### config.mk
export PLATFORM = sky130hd
export DESIGN_NAME = hilo_div_seq
export DESIGN_NICKNAME = d
export VERILOG_FILES = /design/src/rtl/hilo_div_seq_pkg.sv /design/src/rtl/hilo_div_seq_step.sv /design/src/rtl/hilo_div_seq.sv
export SDC_FILE = /design/constraint.sdc
export NUM_CORES = 1
export LEC_CHECK = 0
export CORE_UTILIZATION = 50
export DETAILED_ROUTE_END_ITERATION = 6
export PLACE_DENSITY = 0.84
export SYNTH_ARGS = -nofsm -noshare
export SYNTH_HDL_FRONTEND = slang
export SYNTH_SLANG_ARGS = --single-unit
### constraint.sdc
create_clock -name clk -period 8 [get_ports clk]
set_input_delay 1.2 -clock clk [delete_from_list [all_inputs] [get_ports clk]]
set_output_delay 1.2 -clock clk [all_outputs]
set_load 0.05 [all_outputs]
### src/rtl/hilo_div_seq_pkg.sv
// Shared definitions for the HI/LO divide sequencer: state encodings,
// handshake levels and the legacy word constants.
package hilo_div_seq_pkg;

  localparam int RegBus = 32;
  localparam logic [RegBus-1:0] ZeroWord = '0;

  localparam logic DivResultReady    = 1'b1;
  localparam logic DivResultNotReady = 1'b0;
  localparam logic DivStart          = 1'b1;
  localparam logic DivStop           = 1'b0;

  typedef enum logic [1:0] {
    DivFree   = 2'b00,
    DivByZero = 2'b01,
    DivOn     = 2'b10,
    DivEnd    = 2'b11
  } div_state_e;

endpackage

### src/rtl/hilo_div_seq_step.sv
// One restoring-division step: shift {rem, dvd} left by one, trial-subtract
// the divisor and shift the resulting quotient bit into the low half.
module hilo_div_seq_step
  import hilo_div_seq_pkg::*;
#(
  parameter int DATA_W = RegBus
) (
  input  logic [DATA_W-1:0] rem_i,
  input  logic [DATA_W-1:0] dvd_i,
  input  logic [DATA_W-1:0] dsr_i,
  output logic [DATA_W-1:0] rem_o,
  output logic [DATA_W-1:0] dvd_o
);

  logic [DATA_W:0] shifted;
  logic [DATA_W:0] trial;

  // rem < dsr always holds, so the trial fits in DATA_W+1 bits and its MSB is the sign.
  assign shifted = {rem_i, dvd_i[DATA_W-1]};
  assign trial   = shifted - {1'b0, dsr_i};
  assign rem_o   = trial[DATA_W] ? shifted[DATA_W-1:0] : trial[DATA_W-1:0];
  assign dvd_o   = {dvd_i[DATA_W-2:0], ~trial[DATA_W]};

endmodule

### src/rtl/hilo_div_seq.sv
// Multi-cycle restoring divider for the HI/LO path: signed/unsigned 32-step
// division producing {remainder, quotient}, with stall request and annul.
module hilo_div_seq
  import hilo_div_seq_pkg::*;
#(
  parameter int DATA_W = RegBus
) (
  input  logic                  clk,
  input  logic                  rst,
  input  logic                  start_i,
  input  logic                  signed_i,
  input  logic                  annul_i,
  input  logic [DATA_W-1:0]     opdata1_i,
  input  logic [DATA_W-1:0]     opdata2_i,
  output logic [2*DATA_W-1:0]   result_o,
  output logic                  ready_o,
  output logic                  stallreq_o
);

  localparam int CNT_W = $clog2(DATA_W) + 1;
  localparam logic [CNT_W-1:0] CNT_LAST = CNT_W'(DATA_W);

  function automatic logic [DATA_W-1:0] twos_neg(input logic [DATA_W-1:0] v);
    return ~v + 1'b1;
  endfunction

  div_state_e            state_q, state_d;
  logic [CNT_W-1:0]      count_q, count_d;
  logic [DATA_W-1:0]     rem_q, rem_d;
  logic [DATA_W-1:0]     dvd_q, dvd_d;
  logic [DATA_W-1:0]     dsr_q, dsr_d;
  logic                  qsign_q, qsign_d;
  logic                  rsign_q, rsign_d;
  logic [2*DATA_W-1:0]   result_q, result_d;
  logic                  ready_q, ready_d;

  logic                  op1_neg, op2_neg;
  logic [DATA_W-1:0]     step_rem, step_dvd;

  assign op1_neg = signed_i & opdata1_i[DATA_W-1];
  assign op2_neg = signed_i & opdata2_i[DATA_W-1];

  hilo_div_seq_step #(.DATA_W(DATA_W)) u_step (
    .rem_i (rem_q),
    .dvd_i (dvd_q),
    .dsr_i (dsr_q),
    .rem_o (step_rem),
    .dvd_o (step_dvd)
  );

  always_comb begin
    state_d  = state_q;
    count_d  = count_q;
    rem_d    = rem_q;
    dvd_d    = dvd_q;
    dsr_d    = dsr_q;
    qsign_d  = qsign_q;
    rsign_d  = rsign_q;
    result_d = result_q;
    ready_d  = ready_q;

    case (state_q)
      DivFree: begin
        ready_d  = DivResultNotReady;
        result_d = '0;
        if (start_i == DivStart && !annul_i) begin
          dvd_d   = op1_neg ? twos_neg(opdata1_i) : opdata1_i;
          dsr_d   = op2_neg ? twos_neg(opdata2_i) : opdata2_i;
          rem_d   = '0;
          qsign_d = op1_neg ^ op2_neg;
          rsign_d = op1_neg;
          count_d = '0;
          state_d = (opdata2_i == '0) ? DivByZero : DivOn;
        end
      end

      DivByZero: begin
        result_d = '0;
        if (annul_i) begin
          ready_d = DivResultNotReady;
          state_d = DivFree;
        end else begin
          ready_d = DivResultReady;
          state_d = DivEnd;
        end
      end

      DivOn: begin
        if (annul_i) begin
          result_d = '0;
          count_d  = '0;
          state_d  = DivFree;
        end else if (count_q != CNT_LAST) begin
          rem_d   = step_rem;
          dvd_d   = step_dvd;
          count_d = count_q + 1'b1;
        end else begin
          // Magnitudes are done; restore signs (remainder follows the dividend).
          result_d = {rsign_q ? twos_neg(rem_q) : rem_q,
                      qsign_q ? twos_neg(dvd_q) : dvd_q};
          ready_d  = DivResultReady;
          state_d  = DivEnd;
        end
      end

      DivEnd: begin
        if (annul_i || start_i == DivStop) begin
          ready_d  = DivResultNotReady;
          result_d = '0;
          state_d  = DivFree;
        end
      end

      default: state_d = DivFree;
    endcase
  end

  always_ff @(posedge clk or negedge rst) begin
    if (!rst) begin
      state_q  <= DivFree;
      count_q  <= '0;
      rem_q    <= '0;
      dvd_q    <= '0;
      dsr_q    <= '0;
      qsign_q  <= 1'b0;
      rsign_q  <= 1'b0;
      result_q <= '0;
      ready_q  <= DivResultNotReady;
    end else begin
      state_q  <= state_d;
      count_q  <= count_d;
      rem_q    <= rem_d;
      dvd_q    <= dvd_d;
      dsr_q    <= dsr_d;
      qsign_q  <= qsign_d;
      rsign_q  <= rsign_d;
      result_q <= result_d;
      ready_q  <= ready_d;
    end
  end

  assign result_o   = result_q;
  assign ready_o    = ready_q;
  assign stallreq_o = start_i & ~ready_q & ~annul_i;

endmodule

==> results.txt, run 1 <==
----------------------------------------------------
[Final layout]
  Design area ... 0.0133 mm²
  Number of antenna repair diodes ... 0
  Final nets ... 1,567
  Proportion of layout cells with a drive suffix above 1 ... 0.0402
  Area growth syn-to-layout ... 18.3%

[Clock tree]
  Number of post-CTS setup repair buffers ... 0
  TritonCTS clock tree ... built
  Clock insertion delay at the later pin of the skew report ... 0.44 ns
  CTS max path bufs ... 2
  Depth of the CTS H-tree ... 4
  Hold buffer count at CTS ... 0
  Clock transition at path regs ... 0.07 ns
  Clock tree root driver cell ... sky130_fd_sc_hd__clkbuf_16
  Number of clock sinks seen by CTS ... 171
  Number of buffers inserted during clock tree synthesis ... 17
  Post_cts resized ... 0

[Global route]
  First-pass GRT wire length ... 45,400 µm
  Maximum number of pins on one net before global-route repair ... 97
  Number of global-route vias before repair ... 9,184
  Antenna violations before repair ... 0
  GR Util All Layers ... 0.241
  GR Overflow Total ... 0

[Floorplan]
  I/O pin count ... 135
  Area inside the core boundary ... 0.0220 mm²
  Area of the die ... 0.0231 mm²
  Initial cell density of the core ... 0.512
  Row Count ... 54
  Chip height ... 152 µm
  Die Wd ... 152 µm

[STA]
  Min setup slack post-route ... 3.89 ns
  Finish-stage setup viols ... 0
  Crit share post-route ... 0.514
  Final slew viol count ... 0
  Slew at the pin with the worst max-slew slack ... 1.18 ns
  RSZ-0062 raised after global routing ... false
  Post-route clock skew ... 0.0110 ns
  Slew HR ... 0.204
  Final critical-path required period ... 4.11 ns
  Upper clock frequency limit ... 243 MHz
  Setup TNS after final layout ... 0 ns
  Final hold vios ... 0

[Drt]
  Vias per cell ... 5.71
  DRT antenna net count ... 0
  Total via count after detailed routing ... 9,970
  Total wirelength of the detailed-routed design ... 27,100 µm
  Per-cell routed wire length ... 15.5 µm
  Drt initial violations ... 804
  DRC errors left ... 18
  Count of TritonRoute iterations in the first routing pass ... 7

[Synth]
  Synthesized instance count ... 1,366
  Yosys top cell by area ... sky130_fd_sc_hd__dfrtp_1
  Mapped Area ... 0.0112 mm²
  Number of synthesized flops with an enable pin ... 0
  Sequential area share after synthesis ... 0.381
  Number of warnings printed during yosys synthesis ... 0
  Synth top cells by count ... sky130_fd_sc_hd__nand2_1, sky130_fd_sc_hd__o21ai_0, sky130_fd_sc_hd__dfrtp_1
  Avg Synthesized Cell Area ... 8.23 µm²
  Unique cell type count in the Yosys netlist ... 62
  Share of flip-flops with an asynchronous set or reset ... 1.00
  Main area contributors after synthesis ... sky130_fd_sc_hd__dfrtp_1, sky130_fd_sc_hd__o21ai_0, sky130_fd_sc_hd__nand2_1
  Ys flop type ... sky130_fd_sc_hd__dfrtp_1
  Synthesized net count ... 1,479
  Register bit count reported by yosys ... 171
  Most frequent cell after synthesis ... sky130_fd_sc_hd__nand2_1
  Share of the synthesized area in the top cell type ... 0.381

[Worst hold path]
  Number of stages on the worst hold path ... 2
  Type of the worst min-delay path ... reg -> reg
  Hold-critical path endpoint ... result_o[49]$_DFFE_PN0P_
  Hold Startpoint ... result_o[49]$_DFFE_PN0P_

[Critical path]
  Kind of start point of the critical path ... input port
  Path type of the worst setup path ... in -> out
  Worst EP required ... 6.80 ns
  Number of cells traversed by the worst register-to-register path ... 12
  Category of the worst setup path capture point ... primary output
  Critical Path AT ... 2.91 ns
  Largest driver fanout on the critical path ... 9
  Startpoint of the most critical register-to-register path ... dvd_q[31]$_DFFE_PN0P_
  Worst r2r dst ... rem_q[26]$_DFFE_PN0P_
  Reg2Reg Setup Slack ... 4.01 ns

[Flow run]
  Number of maximum-capacitance violations ... 0

[Place]
  Final weighted congestion of routability-driven global placement ... 0.917
  Placed instance area ... 0.0127 mm²
  Worst setup timing slack at the placement stage ... 3.77 ns
  Port bufs ... 134
  DP Wirelength ... 20,500 µm

[Power and ir drop]
  Pwr Total ... 0.00527 W
  Leakage power ... 5.60 nW
  Power per cell area ... 396 mW/mm²
  Peak ir drop on the vdd network ... 0.170 mV

[Status]
  Violations in the final reports ... design-rule violations
  Outcome ... complete, but fails checks

----------------------------------------------------
==> worst max-delay path by stage <==
| stage | startpoint | endpoint | depth (start not counted) |
|---|---|---|---|
| after CTS | annul_i | stallreq_o | 4 |
| after global placement | annul_i | stallreq_o | 4 |
| final | annul_i | stallreq_o | 4 |
| after detailed placement | opdata1_i[2] | dvd_q[28]$_DFFE_PN0P_ | 10 |
| after global routing | dvd_q[31]$_DFFE_PN0P_ | rem_q[26]$_DFFE_PN0P_ | 12 |
| after floorplan | opdata1_i[20] | dvd_q[29]$_DFFE_PN0P_ | 9 |
==> power by group <==
group	total (W)	internal (W)	switching, W	leakage, nW
registers	0.00150	0.00110	0.000403	2.29
clock network	0.000808	0.000416	0.000391	0.280
logic	0.00296	0.00118	0.00178	3.04
==> state kept, by name (all words and copies together), names as in the netlist <==
signal and cells:
result_o 64, dsr_q 32, dvd_q 32, rem_q 32, count_q 6, state_q 2, qsign_q 1, ready_o 1
rsign_q 1
==> stage by stage <==
| step | instances | util | hold WS, ns |
|---|---|---|---|
| 2_1_floorplan | 1366 | - | 0.450 |
| 3_3_place_gp | 1715 | 0.579 | 0.461 |
| 3_5_place_dp | 1715 | 0.579 | 0.470 |
| 4_1_cts | 1747 | 0.606 | 0.487 |
| 5_1_grt | 1747 | 0.606 | 0.499 |
| 6_report | 1747 | 0.606 | 0.479 |
==> routing by layer <==
| metal | vias to the layer above | wire, µm | global-route usage |
|---|---|---|---|
| met4 | 0 | 553 | 0.0787 |
| met5 | - | 0 | 0 |
| li1 | 4962 | - | - |
| met1 | 4688 | 13200 | 0.351 |
| met3 | 41 | 1390 | 0.0357 |
| met2 | 279 | 12000 | 0.368 |
==> critical path: stages <==
cell,delay (ns)
sky130_fd_sc_hd__clkdlybuf4s50_1,0.54
sky130_fd_sc_hd__nand2b_1,0.23
sky130_fd_sc_hd__nor2_1,0.12
sky130_fd_sc_hd__clkdlybuf4s50_1,0.82
==> layout make-up <==
class,count,area [µm²]
inverters,53,199
clock inverters,15,153
fillers,1893,8660
repair buffers,139,1380
multi-input cells,1072,6520
clock buffers,17,425
well taps,280,350
flip-flops and latches,171,4280
==> kinds of logic after synthesis <==
logic type,synth area share
adder cells (fa/ha/maj),0.0496
XOR/XNOR,0.115
AND/OR/NAND/NOR,0.174
flip-flops,0.381
buffers and inverters,0.0418
AO/OA/AOI/OAI,0.215
multiplexers,0.0231
==> layout by cell type (no fill, tap or decap), types with 18 or more instances in the layout <==
cell                                n
sky130_fd_sc_hd__xor2_1            94
sky130_fd_sc_hd__a21oi_1           96
sky130_fd_sc_hd__o21ai_0          204
sky130_fd_sc_hd__nor2_1            79
sky130_fd_sc_hd__xnor2_1           54
sky130_fd_sc_hd__or3_1             26
sky130_fd_sc_hd__nand3_1           18
sky130_fd_sc_hd__nand2_1          226
sky130_fd_sc_hd__nor3_1            19
sky130_fd_sc_hd__inv_1             53
sky130_fd_sc_hd__mux2i_1           26
sky130_fd_sc_hd__ha_1              42
sky130_fd_sc_hd__clkdlybuf4s50_1  133
sky130_fd_sc_hd__dfrtp_1          171
sky130_fd_sc_hd__o31ai_1           24
No activity file was read; power rests on OpenSTA's default activity.
==> run 2, diff against run 1 <==
==> constraint.sdc (replaced) <==
create_clock -name clk -period 4.2 [get_ports clk]
set_input_delay 0.63 -clock clk [delete_from_list [all_inputs] [get_ports clk]]
set_output_delay 0.63 -clock clk [all_outputs]
set_load 0.05 [all_outputs]
==> results.txt, run 2 (synthesized netlist as in run 1, its figures left out) <==
----------------------------------------------------
[STA]
  Min setup slack post-route ... 0.550 ns (-3.34 ns)
  Final critical-path required period ... 3.65 ns
  Crit share post-route ... 0.869
  Final hold vios ... 0 (unchanged)
  RSZ-0062 raised after global routing ... false
  Post-route clock skew ... 0.0142 ns (+0.00316 ns)
  Upper clock frequency limit ... 274 MHz
  Final slew viol count ... 0 (unchanged)
  Finish-stage setup viols ... 0 (unchanged)
  Slew HR ... 0.261 (+0.0567)
  Slew at the pin with the worst max-slew slack ... 1.11 ns (-0.0742 ns)
  Setup TNS after final layout ... 0 ns (unchanged)

[Power and ir drop]
  Internal portion of total power ... 0.00522 W (+94%)
  Switching pwr ... 0.00494 W (+92%)
  Relative contribution of the clock network to total power ... 0.160 (+0.007)
  Leakage power ... 5.67 nW (+1.2%)
  Pwr Total ... 0.0102 W (+93%)
  Sw Share ... 0.486 (-0.00264)
  Peak ir drop on the vdd network ... 0.408 mV (+140%)
  Power per cell area ... 757 mW/mm² (+91%)
  Part of the total power dissipated in combinational logic ... 0.558 (-0.003)
  Power share of the sequential group ... 0.282 (-0.004)

[Drt]
  Per-cell routed wire length ... 15.8 µm (+2.0%)
  Total via count after detailed routing ... 10,200 (+1.9%)
  Drt initial violations ... 762 (-5.2%)
  Total wirelength of the detailed-routed design ... 27,800 µm (+2.4%)
  Vias per cell ... 5.79 (+1.5%)
  Count of TritonRoute iterations in the first routing pass ... 7 (unchanged)
  DRC errors left ... 18 (unchanged)
  DRT antenna net count ... 0 (unchanged)

[Final layout]
  Number of inserted filler cells in the final layout ... 1,830 (-3.3%)
  Area growth syn-to-layout ... 19.4%
  Max reg flops ... 64 (unchanged)
  Proportion of layout cells with a drive suffix above 1 ... 0.0448 (+0.00456)
  Number of antenna repair diodes ... 0 (unchanged)
  Commonest non-fill, non-tap cells in the layout ... sky130_fd_sc_hd__nand2_1, sky130_fd_sc_hd__o21ai_0, sky130_fd_sc_hd__dfrtp_1
  Most common library cell in the layout ignoring fill and taps ... sky130_fd_sc_hd__nand2_1
  Final nets ... 1,574 (+0.45%)
  Core occupancy in the finished layout ... 0.611 (+0.00536)

[Critical path]
  Reg2Reg Setup Slack ... 0.55 ns (-3.46 ns)
  Critical Path AT ... 4.02 ns (+1.11 ns)
  Category of the worst setup path capture point ... flop
  Kind of start point of the critical path ... flop
  Worst Setup SP ... dvd_q[31]$_DFFE_PN0P_
  Critical path endpoint ... rem_q[22]$_DFFE_PN0P_
  Path type of the worst setup path ... reg -> reg
  Startpoint of the most critical register-to-register path ... dvd_q[31]$_DFFE_PN0P_
  Number of cells traversed by the worst register-to-register path ... 12 (unchanged)
  Largest driver fanout on the critical path ... 11 (+2)
  Worst r2r dst ... rem_q[22]$_DFFE_PN0P_
  Worst EP required ... 4.57 ns (-2.23 ns)

[Clock tree]
  CTS max path bufs ... 2 (unchanged)
  Clock insertion delay at the later pin of the skew report ... 0.44 ns (about the same)
  Clock transition at path regs ... 0.08 ns (about the same)
  Depth of the CTS H-tree ... 4 (unchanged)
  Number of buffers inserted during clock tree synthesis ... 17 (unchanged)
  TritonCTS clock tree ... built
  Number of clock sinks seen by CTS ... 171 (unchanged)
  Post_cts resized ... 0 (unchanged)
  Number of post-CTS setup repair buffers ... 0 (unchanged)
  Clock tree root driver cell ... sky130_fd_sc_hd__clkbuf_16
  Hold buffer count at CTS ... 0 (unchanged)

[Global route]
  GR Overflow Total ... 0 (unchanged)
  First-pass GRT wire length ... 46,600 µm (+2.6%)
  Number of global-route vias before repair ... 9,593 (+4.5%)
  GR Util All Layers ... 0.246 (+0.00477)
  Antenna violations before repair ... 0 (unchanged)
  Maximum number of pins on one net before global-route repair ... 96 (-1.0%)

[Place]
  Worst setup timing slack at the placement stage ... 0.547 ns (-3.22 ns)
  Final weighted congestion of routability-driven global placement ... 0.938 (+2.3%)
  Port bufs ... 134 (unchanged)
  DP Wirelength ... 21,100 µm (+3.0%)

[Worst hold path]
  Type of the worst min-delay path ... in -> async

[Floorplan]
  Row Count ... 54 (unchanged)
  Area inside the core boundary ... 0.0220 mm² (unchanged)
  I/O pin count ... 135 (unchanged)
  Chip height ... 152 µm (unchanged)
  Area of the die ... 0.0231 mm² (unchanged)
  Initial cell density of the core ... 0.512 (unchanged)
  Die Wd ... 152 µm (unchanged)

[Status]
  Violations in the final reports ... design-rule violations
  Outcome ... complete, but fails checks

[Flow run]
  Number of maximum-capacitance violations ... 0 (unchanged)

----------------------------------------------------
[run 2: cell types whose count changed in the layout (fill, tap and decap cells not counted), sizes merged]
cell / previous run / this run
buf: 6 / 13
bufinv: 0 / 1
clkinv: 4 / 6
clkinvlp: 2 / 0
inv: 62 / 61
[run 2: worst min-delay path by stage]
stage | from | end | cells past startpoint
floorplan | rst | count_q[0]$_DFFE_PN0P_ | 0
global placement | result_o[18]$_DFFE_PN0P_ | result_o[18]$_DFFE_PN0P_ | 2
detailed placement | result_o[6]$_DFFE_PN0P_ | result_o[6]$_DFFE_PN0P_ | 2
CTS | rst | result_o[11]$_DFFE_PN0P_ | 1
global route | rst | result_o[11]$_DFFE_PN0P_ | 1
finish | rst | result_o[11]$_DFFE_PN0P_ | 1
[run 2: metal layers]
layer  routed length [µm]  up-vias  GRT usage  share of wire
li1                     -     4978          -              -
met1                12800     4796      0.340           0.46
met2                12600      337      0.391           0.46
met3                 1850       45     0.0468          0.067
met4                  495        0     0.0734          0.018
met5                    0        -          0              0
[run 2: layout make-up]
type                    instances  area, µm²  share of cell area
clock buffers                  17        425              0.0317
clock inverters                15        193              0.0144
inverters                      53        199              0.0148
multi-input cells            1072       6520               0.486
flip-flops and latches        171       4280               0.319
well taps                     280        350              0.0261
repair buffers                146       1460               0.109
[run 2: critical path, stage by stage, from the launching register on]
cell and delay, ns:
sky130_fd_sc_hd__dfrtp_1 0.33, sky130_fd_sc_hd__inv_1 0.11, sky130_fd_sc_hd__ha_1 0.26, sky130_fd_sc_hd__fa_1 0.42
sky130_fd_sc_hd__nor2b_1 0.17, sky130_fd_sc_hd__o2111ai_1 0.19, sky130_fd_sc_hd__a2111oi_2 0.45, sky130_fd_sc_hd__nor2_1 0.12
sky130_fd_sc_hd__o2111a_1 0.31, sky130_fd_sc_hd__o21ba_2 0.26, sky130_fd_sc_hd__or2_1 0.35, sky130_fd_sc_hd__or4_1 0.51
sky130_fd_sc_hd__nand3_1 0.09
[run 2: power by group through the flow]
stage          clock, W  sequential (W)  combinational, W
6_report        0.00163         0.00286           0.00567
5_1_grt         0.00170         0.00294           0.00637
4_1_cts         0.00164         0.00283           0.00563
3_5_place_dp          0         0.00286           0.00557
3_3_place_gp          0         0.00282           0.00544
2_1_floorplan         0         0.00255           0.00449
[run 2: metrics by stage]
| step | std cells | instance area (µm²) | hold slack [ns] |
|---|---|---|---|
| after detailed placement | 1722 | 12800 | 0.470 |
| after global placement | 1722 | 12800 | 0.461 |
| after CTS | 1754 | 13400 | 0.280 |
| final | 1754 | 13400 | 0.233 |
| after floorplan | 1366 | 11200 | 0.334 |
| after global routing | 1754 | 13400 | 0.318 |
